## src/rtl/alu_iterative.sv

```systemverilog
// Multi-cycle ALU: single-cycle logic/arith/shift ops, iterative shift-add MUL and restoring DIV.
// Ports: clk/rst; in_valid/in_ready + IN1/IN2/Operation request; out_valid/out_ready + OUT/OUT_HI/Status/Error result.
// Latency 1 for single-cycle ops and DIV-by-zero, WIDTH+1 for MUL/DIV; result held while out_ready=0.
module alu_iterative #(
  parameter int WIDTH = 32,
  parameter int SHW   = $clog2(WIDTH)
) (
  input  logic             clk,
  input  logic             rst,
  input  logic             in_valid,
  output logic             in_ready,
  input  logic [WIDTH-1:0] IN1,
  input  logic [WIDTH-1:0] IN2,
  input  logic [3:0]       Operation,
  output logic             out_valid,
  input  logic             out_ready,
  output logic [WIDTH-1:0] OUT,
  output logic [WIDTH-1:0] OUT_HI,
  output logic             Status,
  output logic             Error
);

  localparam logic [3:0] OP_AND = 4'd0, OP_OR  = 4'd1, OP_ADD = 4'd2, OP_MUL = 4'd3,
                         OP_DIV = 4'd4, OP_NOT = 4'd5, OP_SUB = 4'd6, OP_RS  = 4'd7,
                         OP_LS  = 4'd8;
  localparam logic [SHW-1:0] LAST = SHW'(WIDTH - 1);

  typedef enum logic [1:0] {IDLE, BUSY, DONE} state_t;

  state_t           state, state_nx;
  logic [3:0]       op_q;
  logic [WIDTH-1:0] b_q;
  logic [WIDTH-1:0] hi_q, lo_q;   // MUL: {partial high, multiplier/low}; DIV: {remainder, dividend/quotient}
  logic [SHW-1:0]   cnt;

  logic             accept;
  logic             iterative;
  logic [WIDTH-1:0] sc_lo, sc_hi;
  logic             sc_err;
  logic [WIDTH-1:0] step_hi, step_lo;
  logic [WIDTH:0]   sum, shifted, trial;

  assign in_ready  = (state == IDLE);
  assign out_valid = (state == DONE);
  assign accept    = in_valid && in_ready;
  // DIV by zero short-circuits to the single-cycle path.
  assign iterative = (Operation == OP_MUL) || ((Operation == OP_DIV) && (IN2 != '0));

  // Single-cycle results, computed from the live inputs at the accept edge.
  always_comb begin
    sc_lo  = '0;
    sc_hi  = '0;
    sc_err = 1'b0;
    case (Operation)
      OP_AND: sc_lo = IN1 & IN2;
      OP_OR:  sc_lo = IN1 | IN2;
      OP_ADD: sc_lo = IN1 + IN2;
      OP_NOT: sc_lo = ~IN1;
      OP_SUB: sc_lo = IN1 - IN2;
      OP_RS:  sc_lo = IN1 >> IN2[SHW-1:0];
      OP_LS:  sc_lo = IN1 << IN2[SHW-1:0];
      OP_MUL: sc_lo = '0;
      OP_DIV: begin
        sc_lo  = '1;
        sc_hi  = IN1;
        sc_err = 1'b1;
      end
      default: sc_err = 1'b1;
    endcase
  end

  // One iteration step of shift-add multiply or restoring divide.
  always_comb begin
    step_hi = hi_q;
    step_lo = lo_q;
    sum     = '0;
    shifted = '0;
    trial   = '0;
    if (op_q == OP_MUL) begin
      sum     = {1'b0, hi_q} + (lo_q[0] ? {1'b0, b_q} : '0);
      step_hi = sum[WIDTH:1];
      step_lo = {sum[0], lo_q[WIDTH-1:1]};
    end else begin
      shifted = {hi_q, lo_q[WIDTH-1]};
      trial   = shifted - {1'b0, b_q};
      // Top bit of trial set means the subtraction went negative: restore.
      if (!trial[WIDTH]) begin
        step_hi = trial[WIDTH-1:0];
        step_lo = {lo_q[WIDTH-2:0], 1'b1};
      end else begin
        step_hi = shifted[WIDTH-1:0];
        step_lo = {lo_q[WIDTH-2:0], 1'b0};
      end
    end
  end

  always_comb begin
    state_nx = state;
    case (state)
      IDLE:    if (in_valid) state_nx = iterative ? BUSY : DONE;
      BUSY:    if (cnt == LAST) state_nx = DONE;
      DONE:    if (out_ready) state_nx = IDLE;
      default: state_nx = IDLE;
    endcase
  end

  always_ff @(posedge clk or posedge rst) begin
    if (rst) begin
      state  <= IDLE;
      op_q   <= '0;
      b_q    <= '0;
      hi_q   <= '0;
      lo_q   <= '0;
      cnt    <= '0;
      OUT    <= '0;
      OUT_HI <= '0;
      Status <= 1'b0;
      Error  <= 1'b0;
    end else begin
      state <= state_nx;
      if (accept) begin
        op_q <= Operation;
        b_q  <= IN2;
        hi_q <= '0;
        lo_q <= IN1;
        cnt  <= '0;
        if (!iterative) begin
          OUT    <= sc_lo;
          OUT_HI <= sc_hi;
          Status <= (sc_lo == '0);
          Error  <= sc_err;
        end
      end else if (state == BUSY) begin
        hi_q <= step_hi;
        lo_q <= step_lo;
        if (cnt == LAST) begin
          OUT    <= step_lo;
          OUT_HI <= step_hi;
          Status <= (step_lo == '0);
          Error  <= 1'b0;
        end else begin
          cnt <= cnt + 1'b1;
        end
      end
    end
  end

endmodule

```

## config.mk

```make
export PLATFORM = sky130hd
export DESIGN_NAME = alu_iterative
export DESIGN_NICKNAME = d
export VERILOG_FILES = /design/src/rtl/alu_iterative.sv
export SDC_FILE = /design/constraint.sdc
export NUM_CORES = 1
export LEC_CHECK = 0
export ABC_AREA = 1
export CORE_UTILIZATION = 25
export CTS_CLUSTER_SIZE = 30
export DETAILED_ROUTE_END_ITERATION = 8
export PLACE_DENSITY = 0.49
export SLEW_MARGIN = 20
export SYNTH_ARGS = -nofsm -noshare
export SYNTH_HDL_FRONTEND = slang
export SYNTH_SLANG_ARGS = --single-unit
export TNS_END_PERCENT = 20
```

## constraint.sdc

```tcl
create_clock -name clk -period 6.35 [get_ports clk]
set_clock_uncertainty 0.2 [all_clocks]
set_input_delay 1.905 -clock clk [delete_from_list [all_inputs] [get_ports clk]]
set_output_delay 1.905 -clock clk [all_outputs]
set_load 0.005 [all_outputs]
```

After elaboration in Yosys (flattened, before gate mapping)
Cells that the tools add are included.
{"block": "totals", "elab_cells": 87, "ff_bits": 173, "in_bits": 72}
{"block": "classes", "n_mux": 36, "bitwise": 3, "n_shift": 2, "n_addsub": 5, "eq_ne": 17, "reduce_logical": 14}
{"op": "$mux 32", "n": 17}
{"op": "$pmux 32 s8", "n": 1}
{"op": "$logic_not 32->1", "n": 2}
{"op": "$add 32x32->33", "n": 1}
{"op": "$sub 33x32->33", "n": 1}
{"op": "$add 32x32->32", "n": 1}
{"op": "$and 32x32->32", "n": 1}
{"op": "$not 32->32", "n": 1}
{"op": "$or 32x32->32", "n": 1}
{"op": "$reduce_bool 32->1", "n": 1}
{"op": "$shl 32x5->32", "n": 1}
{"op": "$shr 32x5->32", "n": 1}
{"op": "$sub 32x32->32", "n": 1}
{"op": "$eq 4x3->1 const B", "n": 4}
{"op": "$mux 5", "n": 3}
{"op": "$eq 4x2->1 const B", "n": 3}
{"op": "$mux 1", "n": 10}
{"op": "$mux 2", "n": 4}
{"op": "$ne 2x2->1 const B", "n": 4}
{"op": "$reduce_or 8->1", "n": 1}
{"op": "$pmux 2 s3", "n": 1}
{"op": "$reduce_and 3->1", "n": 2}
{"op": "$add 5x1->5 const B", "n": 1}
{"op": "$eq 5x5->1 const B", "n": 1}
{"op": "other kinds (11)", "n": 13}

Depth between registers and ports, before layout
Gate-level depths: netlist (run 1).
{"block": "depth", "word_depth": 7, "depth_mapped": 33, "mapped_depth_nobuf": 32}

Worst setup path before layout (run 1)
OpenSTA, ideal clock, no wires.
{"block": "synth_timing", "kind": "input -> register", "startpoint": "input IN2[0]", "endpoint": "register Status", "t_required_ns": 6.073, "arrival_ns": 5.251, "setup_ns": 0.077, "n_path_buf": 2, "slack_ns": 0.821, "path_stages": 31, "cell_sequence": "buf_4 inv_2 buf_2 ha_1 nand3_1 nor2_1 nand3_1 nor2_1 nand3_1 nor3_1 a21oi_1 a21oi_2 o21ai_0 xor2_1 ha_1 inv_1 nor3_1 nand2_1 inv_1 nand2_1 nand2_1 inv_1 nand2_1 nand2_1 nand3_1 nand2_1 nor2_1 nand2_1 nor2_1 nand4_1 a21oi_1"}
{"block": "synth_between", "elab_chain_len": 5}
{"item": "start: declaration", "line_no": "13", "source": "input logic [WIDTH-1:0] IN2,"}
{"item": "$sub 32x32->32 (tied with other cells)", "line_no": "59", "source": "OP_SUB: sc_lo = IN1 - IN2;"}
{"item": "$pmux 32 s8 / $logic_and 1x1->1 (equally long branches)", "line_no": "54, 47"}
{"item": "$logic_not 32->1 / $logic_or 1x1->1 (equally long branches)", "line_no": "130, 47"}
{"item": "$mux 1 / $ne 2x2->1 (equally long branches)"}
{"item": "$mux 1 / $reduce_and 3->1 (equally long branches)"}
{"item": "end signal: assignment", "line_no": "130", "source": "Status <= (sc_lo == '0);"}
{"item": "end signal: assignment", "line_no": "139", "source": "Status <= (step_lo == '0);"}
{"item": "end: declaration", "line_no": "19", "source": "output logic Status,"}
Parallel ways exist; a longest one is shown, timed or not. The select of a mux whose other input is x is not followed.
A chain may end at the register's enable or synchronous reset.

Final worst setup path (run 1)
Ends and elaborated chain as after synthesis.

==> key figures, run 1 <==
Critical path
  – CP top delay family: simple AND/OR/NAND/NOR gates
  – Critical setup path kind: primary input to flop
  – Crit start category: primary input
  – Nature of the critical path endpoint: flop
  – CP max stage delay: 0.43 ns
  – Worst Path Max Fanout: 4
  – Crit path DAT: roughly 6.1 ns
  – CP max stage cell: clkdlybuf4s50_1
  – Worst Reg2Reg Path Length in Cells: 18
  – Reg-to-Reg Start: lo_q[0]
  – Worst path required time: roughly 6.6 ns
  – Worst path most repeated cell: nand2_1
  – CP bufs+invs: 3
  – Instance count on the critical path: 29
  – Crit path from: IN2[0]

GRT
  – First-pass GRT wire length: ~160 mm
  – Initial antenna violation count: 7
  – Gr ovfl total: 0
  – GRT Total Usage: between 20% and 30%
  – Largest net degree at the start of global routing: 97
  – Vias in the first global route: between 20000 and 25000

Power and ir drop
  – PD cells: ~370 nW/um^2
  – VDD IR-drop max: between 0.0002 and 0.00025 V
  – Cell leakage power: between 10 and 15 nW

Timing
  – Period utilisation layout: 92.0%
  – Post-route minimum period: around 5.8 ns
  – Slew HR: between 20% and 30%
  – Final Hold Fails: 0
  – Final TNS setup: 0 ns
  – Final setup viols: 0
  – Final slew viol count: 0
  – RSZ-0062 raised after global routing: no
  – Peak Freq: ~170 MHz
  – Worst Max-Slew Pin Slew: around 1.2 ns

Detailed routing
  – WL per Instance: roughly 23 um
  – Drt total wl: ~110 mm
  – Met2 WL post-DR: about 46 mm
  – Detailed-route vias per instance: between 5 and 6
  – Post-route ant nets: 0
  – WL met1: slightly below 50 mm
  – Top Metal Used: met5
  – Initial DRC count: approximately 3000
  – Routed via count: 24800
  – DRC Markers: 0
  – Met3 WL post-DR: between 8 and 9 mm
  – First-pass DRT Iterations: 6

Clock tree
  – Clock sinks: between 150 and 200
  – Resize count post-CTS: 0
  – Clk Latency, worst-skew pair: 0.51 ns
  – Clock Root Buffer: clkbuf_16
  – H-tree depth: 4
  – Clk slew on worst S/H paths: roughly 0.10 ns
  – Post-CTS Setup Repair Bufs: 0
  – Clock tree from TritonCTS: built
  – CTS Buf Count: 17
  – CTS max path bufs: 2
  – Hold Buf Count CTS: 0

Worst hold path
  – Hold path startpoint: cnt[3]
  – Cells on Worst Hold Path: 1
  – HP Class: flop to flop

Logic synthesis
  – Post-synth cell types: 57
  – Sequential cell area fraction in the yosys report: between 20% and 30%
  – Post-Syn Area: 20200 um^2
  – YS warnings: 0
  – Mapped Avg Cell Area: about 5.8 um^2
  – Primary FF master, synth: dfrtp_1
  – Cells after Synth: 3492
  – Synthesized Nets: about 3700
  – Number of flops mapped to enable cells by yosys: 0
  – Async SR Flop Fraction: 100%
  – Yosys reg bits: around 170

Floorplan
  – Die Area: between 80000 and 90000 um^2
  – Total core area: 79500 um^2
  – IO Pins: 140
  – Initial Utilization: between 20% and 30%
  – Die Wd: between 200 and 300 um
  – Die H: approximately 290 um
  – # rows: about 100

Finish
  – Ratio of cells with drive above 1 in the final layout: 5.99%
  – Fin util: between 30% and 40%
  – Area growth syn-to-layout: 18.2%
  – Final #Nets: 3818
  – Fillers: 9114
  – Area of the multi-input gates: 13600 um^2
  – FF+latch area: ~4300 um^2

Status
  – Run status: completed

Place
  – DPL Wire Length: a little under 90 mm
  – Placer Congestion: 1.04
  – I/O Buffers: 139

Flow run
  – Max cap viols: 0
-- kinds of logic after synthesis --
logic type | Yosys count | synth area share (%)
buffers and inverters | 571 | 11.2
AND/OR/NAND/NOR | 1971 | 41.3
XOR/XNOR | 63 | 2.73
multiplexers | 1 | 0.0557
flip-flops | 173 | 21.4
AO/OA/AOI/OAI | 609 | 16.7
adder cells (fa/ha/maj) | 104 | 6.55
-- through the flow --
stage | power, mW | setup slack [ns] | area [um^2] | hold slack, ns | instances
after floorplan | 5.37 | 0.821 | 20200 | 0.234 | 3492
after global placement | 7.60 | 0.130 | 23300 | 0.260 | 4673
final | 8.82 | 0.510 | 23900 | 0.263 | 4706
after detailed placement | 7.58 | 0.0450 | 23300 | 0.257 | 4673
after global routing | 9.52 | 0.114 | 23900 | 0.300 | 4705
after CTS | 8.80 | 0.607 | 23900 | 0.268 | 4705
-- layout by cell type (no fill, tap or decap), types with 4 or more instances in the layout --
cell type / synthesis / layout
a211oi_1: 4 / 4
a21o_1: 8 / 8
a21oi_1: 228 / 228
a31oi_1: 26 / 26
and2_1: 6 / 6
buf_4: 3 / 129
clkbuf_16: 0 / 17
clkdlybuf4s50_1: 0 / 137
clkinv_8: 0 / 6
dfrtp_1: 173 / 173
ha_1: 101 / 101
inv_1: 419 / 418
inv_2: 12 / 11
inv_6: 0 / 4
nand2_1: 1026 / 1025
nand2_2: 8 / 8
nand3_1: 456 / 456
nand3b_1: 10 / 10
nand4_1: 46 / 46
nor2_1: 343 / 342
nor2_2: 7 / 7
nor3_1: 37 / 37
nor4_1: 11 / 11
o2111ai_1: 5 / 5
o211ai_1: 14 / 14
o21a_1: 7 / 7
o21ai_0: 228 / 228
o21ai_1: 34 / 34
o21bai_1: 17 / 17
o221ai_1: 20 / 20
o22a_1: 4 / 4
or2_2: 10 / 10
xnor2_1: 14 / 14
xor2_1: 49 / 49
-- cell type report --
cell class                      instances  share of cell area, %
Clock buffer                           17                   1.78
Clock inverter                         15                  0.791
Inverter                              433                   6.83
Sequential cell                       173                   18.1
Antenna cell                            1                 0.0105
Timing Repair Buffer                  269                   9.92
Multi-Input combinational cell       2748                   57.0
Tap cell                             1050                   5.50
-- per-layer routing --
| metal | GRT usage, % | vias up |
|---|---|---|
| met5 | 0 | - |
| met4 | 10.4 | 8 |
| met3 | 4.55 | 198 |
| met2 | 39.4 | 1124 |
| met1 | 36.6 | 11700 |
| li1 | - | 11800 |
-- power by group --
group | total, mW | internal (mW) | switching, mW
combinational | 5.59 | 1.93 | 3.66
clock | 1.17 | 0.537 | 0.628
sequential | 2.07 | 1.57 | 0.497
-- worst paths after layout --
| check | to | slack (ns) |
|---|---|---|
| setup / recovery | Status | 0.51 |
| hold / removal | cnt[3] | 0.26 |
| setup reg to reg | hi_q[25] | 2.57 |
| hold reg to reg | cnt[3] | 0.26 |
| max in group asynchronous | op_q[1] | 3.16 |
| min in group asynchronous | OUT[0] | 1.70 |
-- Yosys cell counts, types with 2 or more instances --
cell       instances  area share [%]
a211oi_1           4            0.15
o221ai_1          20            0.87
clkbuf_1          79             1.5
nor4_1            11            0.34
o21bai_1          17            0.63
nor2_1           343             6.4
a21o_1             8            0.30
clkinv_1           2           0.037
nand2_4            2            0.11
buf_1             11            0.20
and3_1             2           0.062
a21oi_2            2           0.087
o2111ai_1          5            0.22
a221o_1            3            0.15
nand4_1           46             1.4
ha_1             101             6.3
nand3_2            2           0.099
a31oi_1           26            0.81
xnor2_1           14            0.61
fa_1               3            0.30
nor3_1            37            0.92
o211ai_1          14            0.52
nor2_4             2            0.11
o21ai_0          228             5.6
nand2_1         1026              19
nor2_2             7            0.22
and2_1             6            0.19
nand2_2            8            0.25
or2_2             10            0.31
nand3_1          456              11
a21oi_1          228             5.6
buf_6              8            0.45
inv_1            419             7.8
inv_2             12            0.22
xor2_1            49             2.1
o22a_1             4            0.17
o21a_1             7            0.26
o21ai_1           34            0.84
buf_2             35            0.87
buf_4              3            0.11
nand3b_1          10            0.37
dfrtp_1          173              21
-- registers in the layout, summed over array words and instances, names as in the netlist --
register	count
Error	1
OUT	32
OUT_HI	32
Status	1
b_q	32
cnt	5
hi_q	32
lo_q	32
op_q	4
state	2
Power figures use the tool's default switching activity.
==> inputs of run 2 (changes only) <==
--- a/config.mk
+++ b/config.mk
@@ -9,7 +9,8 @@
 export CORE_UTILIZATION = 25
 export CTS_CLUSTER_SIZE = 30
 export DETAILED_ROUTE_END_ITERATION = 8
-export PLACE_DENSITY = 0.49
+export PLACE_DENSITY = 0.47
+export REMOVE_ABC_BUFFERS = 1
 export SLEW_MARGIN = 20
 export SYNTH_ARGS = -nofsm -noshare
 export SYNTH_HDL_FRONTEND = slang
==> constraint.sdc (replaced) <==
create_clock -name clk -period 6.4 [get_ports clk]
set_clock_uncertainty 0.2 [all_clocks]
set_input_delay 1.92 -clock clk [delete_from_list [all_inputs] [get_ports clk]]
set_output_delay 1.92 -clock clk [all_outputs]
set_load 0.005 [all_outputs]
==> run 2 against run 1 <==
- combinational power fell by 2%
- core utilization rose by 0.30 points
- final cell count grew 0.62%
- sequential power shrank 3%
- via count decreased by 2.3%
- count of clock-buffer cells in the layout is the same
- power is 2.7% lower
- sequential share of layout area down 0.18 points
- setup slack got worse by 0.11 ns
- global-route usage fell by 0.98 points
- hold slack gained 0.015 ns
- non-clock buffer count grew 30
==> key figures, run 2 (same netlist as run 1, synthesis figures left out) <==
Critical path
  – Worst Path Max Fanout: 4
  – CP bufs+invs: 5
  – Worst Reg2Reg Path Length in Cells: 16
  – Crit path DAT: a little over 6 ns
  – CP top delay family: simple AND/OR/NAND/NOR gates
  – Critical setup path kind: primary input to flop
  – CP max stage cell: clkdlybuf4s50_1
  – R2R Setup Slk: about 2.7 ns
  – Nature of the critical path endpoint: flop
  – Worst path most repeated cell: nor2_1
  – Worst r2r dst: OUT_HI[30]
  – Crit path from: IN2[0]
  – CP max stage delay: 0.43 ns
  – Worst path required time: approximately 6.6 ns
  – Crit start category: primary input
  – Reg-to-Reg Start: lo_q[0]

Finish
  – Ratio of cells with drive above 1 in the final layout: between 6 and 7%
  – # diodes: 0
  – Area growth syn-to-layout: 19.4%
  – Final #Nets: a little under 4000
  – Fillers: ~9100
  – Commonest non-fill, non-tap cell in the layout: nand2_1
  – Fin util: 30.3%
  – Most frequent cells in the layout: nand2_1 (1025), nand3_1 (456), inv_1 (418)

Worst hold path
  – HP Class: flop to flop
  – Hold path startpoint: cnt[3]
  – Cells on Worst Hold Path: 1
  – Hold EP: cnt[3]

GRT
  – GRT Total Usage: about 25%
  – Vias in the first global route: 23700
  – First-pass GRT wire length: 153 mm
  – Largest net degree at the start of global routing: about 110
  – Initial antenna violation count: 2
  – Gr ovfl total: 0

Floorplan
  – Die Area: approximately 82000 um^2
  – IO Pins: 140
  – Initial Utilization: 25.4%
  – Die H: ~290 um
  – # rows: 103
  – Total core area: 79500 um^2
  – Die Wd: 286 um

Timing
  – RSZ-0062 raised after global routing: no
  – Final Hold Fails: 0
  – Period utilisation layout: between 90% and 100%
  – Post-route minimum period: 6.00 ns
  – Final slew viol count: 0
  – Final TNS setup: 0 ns
  – Peak Freq: 167 MHz
  – Worst Max-Slew Pin Slew: 1.03 ns
  – Final setup viols: 0
  – Slew HR: about a third

Clock tree
  – Hold Buf Count CTS: 0
  – CTS Buf Count: 17
  – Post-CTS Setup Repair Bufs: 0
  – Clock sinks: around 170
  – Clk slew on worst S/H paths: approximately 0.080 ns
  – Clock Root Buffer: clkbuf_16
  – Clk Latency, worst-skew pair: roughly 0.48 ns
  – Clock tree from TritonCTS: built
  – H-tree depth: 4
  – CTS max path bufs: 2
  – Resize count post-CTS: 0

Place
  – I/O Buffers: between 100 and 150
  – Placer Congestion: ~1
  – DPL Wire Length: 85.7 mm

Detailed routing
  – Drt total wl: a little over 100 mm
  – First-pass DRT Iterations: 5
  – Post-route ant nets: 0
  – Routed via count: 24200
  – WL per Instance: approximately 22 um
  – Detailed-route vias per instance: 5.12
  – DRC Markers: 0
  – Initial DRC count: 2280

Power and ir drop
  – Cell leakage power: 12.3 nW
  – VDD IR-drop max: 0.000275 V
  – PD cells: roughly 360 nW/um^2

Flow run
  – Max cap viols: 0

Status
  – Run status: completed
## run 2: routing by layer
layer	track usage (%)	wire length [um]	up-vias
met5	0	10	-
met4	10.3	4540	2
met3	2.24	4400	168
met2	43.2	49700	799
met1	32.1	45300	11400
li1	-	-	11800
## run 2: cell type report
type	instances	area [um^2]	share of cell area [%]
Multi-Input combinational cell	2748	13600	56.5
Timing Repair Buffer	299	2610	10.8
Clock inverter	15	188	0.778
Clock buffer	17	425	1.76
Tap cell	1050	1310	5.45
Inverter	433	1630	6.77
Sequential cell	173	4330	17.9
## run 2: worst max-delay path by stage
stage,endpoint,slack (ns),cells after the start
after global placement,Status,-0.006,28
after global routing,Status,0.03,28
after CTS,Status,0.42,28
final,Status,0.40,28
after floorplan,lo_q[30],-3.11,5
after detailed placement,Status,-0.08,28
## run 2: worst reg2reg max path: cells and delay by family (launching register included)
family                   cells  cell delay, ns
adder cells (fa/ha/maj)      1            0.24
flip-flops                   1            0.60
AO/OA/AOI/OAI                4            0.93
AND/OR/NAND/NOR              9            1.25
buffers and inverters        2            0.44
## run 2: through the flow
stage               worst slack, ns  hold slack, ns  total power, mW  cells  area, um^2
finish                        0.402           0.279             8.59   4735       24100
global route                 0.0286           0.311             9.35   4735       24100
CTS                           0.420           0.279             8.61   4735       24100
global placement           -0.00646           0.262             7.49   4703       23500
detailed placement          -0.0768           0.267             7.48   4703       23500
floorplan                     -3.11           0.238             5.20   3354       19600
## run 2: report_power, final
part	internal [mW]	switching, mW
Combinational	1.97	3.52
Sequential	1.56	0.440
Clock	0.531	0.573
==> inputs of run 3 (changes only) <==
--- a/config.mk
+++ b/config.mk
@@ -6,10 +6,10 @@
 export NUM_CORES = 1
 export LEC_CHECK = 0
 export ABC_AREA = 1
-export CORE_UTILIZATION = 25
+export CORE_UTILIZATION = 34
 export CTS_CLUSTER_SIZE = 30
 export DETAILED_ROUTE_END_ITERATION = 8
-export PLACE_DENSITY = 0.47
+export PLACE_DENSITY = 0.58
 export REMOVE_ABC_BUFFERS = 1
 export SLEW_MARGIN = 20
 export SYNTH_ARGS = -nofsm -noshare
==> run 3 against run 2 <==
- routed wire length shrank 6.7%
- first-iteration DRC count increased by 15%
- critical path depth is 1 higher
- flip-flop and latch count unchanged
- clock power barely moved
- register-to-register slack worse by 0.28 ns
- count of clock-buffer cells in the layout stayed put
- non-clock buffer count fell by 11
- maximum frequency is 1.1% higher
- final cell count is 6.3% lower
- critical path type unchanged
- critical endpoint unchanged
==> key figures, run 3 (same netlist as run 1, synthesis figures left out) <==
Detailed routing
  – Routed via count: between 20000 and 25000
  – Met3 WL post-DR: around 6.4 mm
  – Post-route ant nets: 0
  – Met2 WL post-DR: 44.9 mm
  – Initial DRC count: between 2000 and 3000
  – Top Metal Used: met4
  – Drt total wl: roughly 97 mm
  – WL met1: 40.7 mm
  – DRC Markers: 0
  – First-pass DRT Iterations: 6
  – Detailed-route vias per instance: between 5 and 6
  – WL per Instance: between 20 and 25 um

Clock tree
  – CTS Buf Count: 17
  – H-tree depth: 4
  – CTS max path bufs: 2
  – Clk Latency, worst-skew pair: around 0.47 ns
  – Hold Buf Count CTS: 0
  – Clock Root Buffer: clkbuf_16
  – Clock tree from TritonCTS: built
  – Clock sinks: approximately 170
  – Clk slew on worst S/H paths: roughly 0.08 ns

Timing
  – Final setup viols: 0
  – Slew HR: between 40% and 50%
  – Final slew viol count: 0
  – Setup WS post-layout: 0.469 ns
  – RSZ-0062 raised after global routing: no
  – Worst Max-Slew Pin Slew: just under 0.9 ns
  – Peak Freq: approximately 170 MHz
  – Period utilisation layout: 92.7%
  – Final Hold Fails: 0
  – Final TNS setup: 0 ns
  – Post-route minimum period: 5.93 ns

Place
  – Pre-CTS setup slack: -0.162 ns
  – I/O Buffers: roughly 140
  – DPL Wire Length: just under 80 mm
  – Placer Congestion: 1.02

Finish
  – Ratio of cells with drive above 1 in the final layout: under 10%
  – Area growth syn-to-layout: 17.2%
  – # diodes: 0
  – Fin util: about 41%
  – Final #Nets: approximately 3800
  – Commonest non-fill, non-tap cell in the layout: nand2_1
  – Most frequent cells in the layout: nand2_1 (1025), nand3_1 (456), inv_1 (418)

Critical path
  – Crit start category: primary input
  – Worst path required time: between 6 and 7 ns
  – Crit path from: IN2[3]
  – CP max stage cell: clkdlybuf4s50_1
  – Nature of the critical path endpoint: flop
  – Reg-to-Reg Start: lo_q[0]
  – Critical setup path kind: primary input to flop
  – CP max stage delay: roughly 0.40 ns
  – Worst Path Max Fanout: 4
  – Crit path DAT: approximately 6.1 ns
  – Worst path most repeated cell: nor2_1

Power and ir drop
  – VDD IR-drop max: 0.000204 V
  – Cell leakage power: 12.3 nW
  – PD cells: roughly 360 nW/um^2
  – Tot Pwr: between 8 and 9 mW

GRT
  – Vias in the first global route: 22900
  – First-pass GRT wire length: ~140 mm
  – GRT Total Usage: between 30% and 40%
  – Initial antenna violation count: 1
  – Gr ovfl total: 0
  – Largest net degree at the start of global routing: between 100 and 150

Flow run
  – Max cap viols: 0

Floorplan
  – # rows: 88
  – Initial Utilization: about a third
  – Die H: 246 um
  – Total core area: roughly 58000 um^2
  – Die Area: slightly above 60000 um^2
  – Die Wd: between 200 and 250 um
  – IO Pins: 140

Worst hold path
  – HP Class: flop to flop
  – Hold path startpoint: cnt[3]

Status
  – Run status: completed
[run 3: timing repair]
item | in CTS | in global routing
gates resized for setup | 0 | 2
endpoints found under the setup margin | 0 | 1
setup buffers | 0 | 1
[run 3: worst paths after layout]
kind                              endpoint  slack [ns]  depth (start not counted)
min in group asynchronous           cnt[1]        1.80                          2
max in group asynchronous        OUT_HI[3]        3.32                          3
worst min-delay path                cnt[3]        0.27                          1
worst max register to register  OUT_HI[30]        2.38                         16
worst max-delay path                Status        0.47                         29
worst min register to register      cnt[3]        0.27                          1
[run 3: layout make-up]
type / count / area [um^2]
well taps: 765 / 957
flip-flops and latches: 173 / 4330
repair buffers: 288 / 2540
inverters: 433 / 1630
clock buffers: 17 / 425
multi-input cells: 2748 / 13600
clock inverters: 14 / 155
fillers: 6454 / 34600
[run 3: critical path, delay by kind of cell]
family                   cells  cell delay [ns]
AND/OR/NAND/NOR             17             1.80
buffers and inverters        5             0.93
AO/OA/AOI/OAI                5             0.92
adder cells (fa/ha/maj)      1             0.32
XOR/XNOR                     1             0.23
[run 3: per-stage QoR]
stage / instance area, um^2 / instances / hold slack (ns)
after floorplan: 19600 / 3354 / 0.238
after global placement: 23100 / 4406 / 0.258
after detailed placement: 23100 / 4406 / 0.258
after CTS: 23700 / 4437 / 0.269
after global routing: 23700 / 4438 / 0.303
final: 23700 / 4438 / 0.267
[run 3: metal layers]
layer / GRT usage [%] / vias up
met4: 15.6 / 0
met1: 40.7 / 11500
met5: 0 / -
li1: - / 11800
met2: 52.3 / 1073
met3: 3.80 / 203
[run 3: power by group]
group,internal (mW),switching [mW],total [mW],leakage (nW)
Combinational,1.94,3.47,5.41,9.83
Sequential,1.56,0.428,1.99,2.16
Clock,0.552,0.530,1.08,0.288
Total,4.05,4.43,8.48,12.3
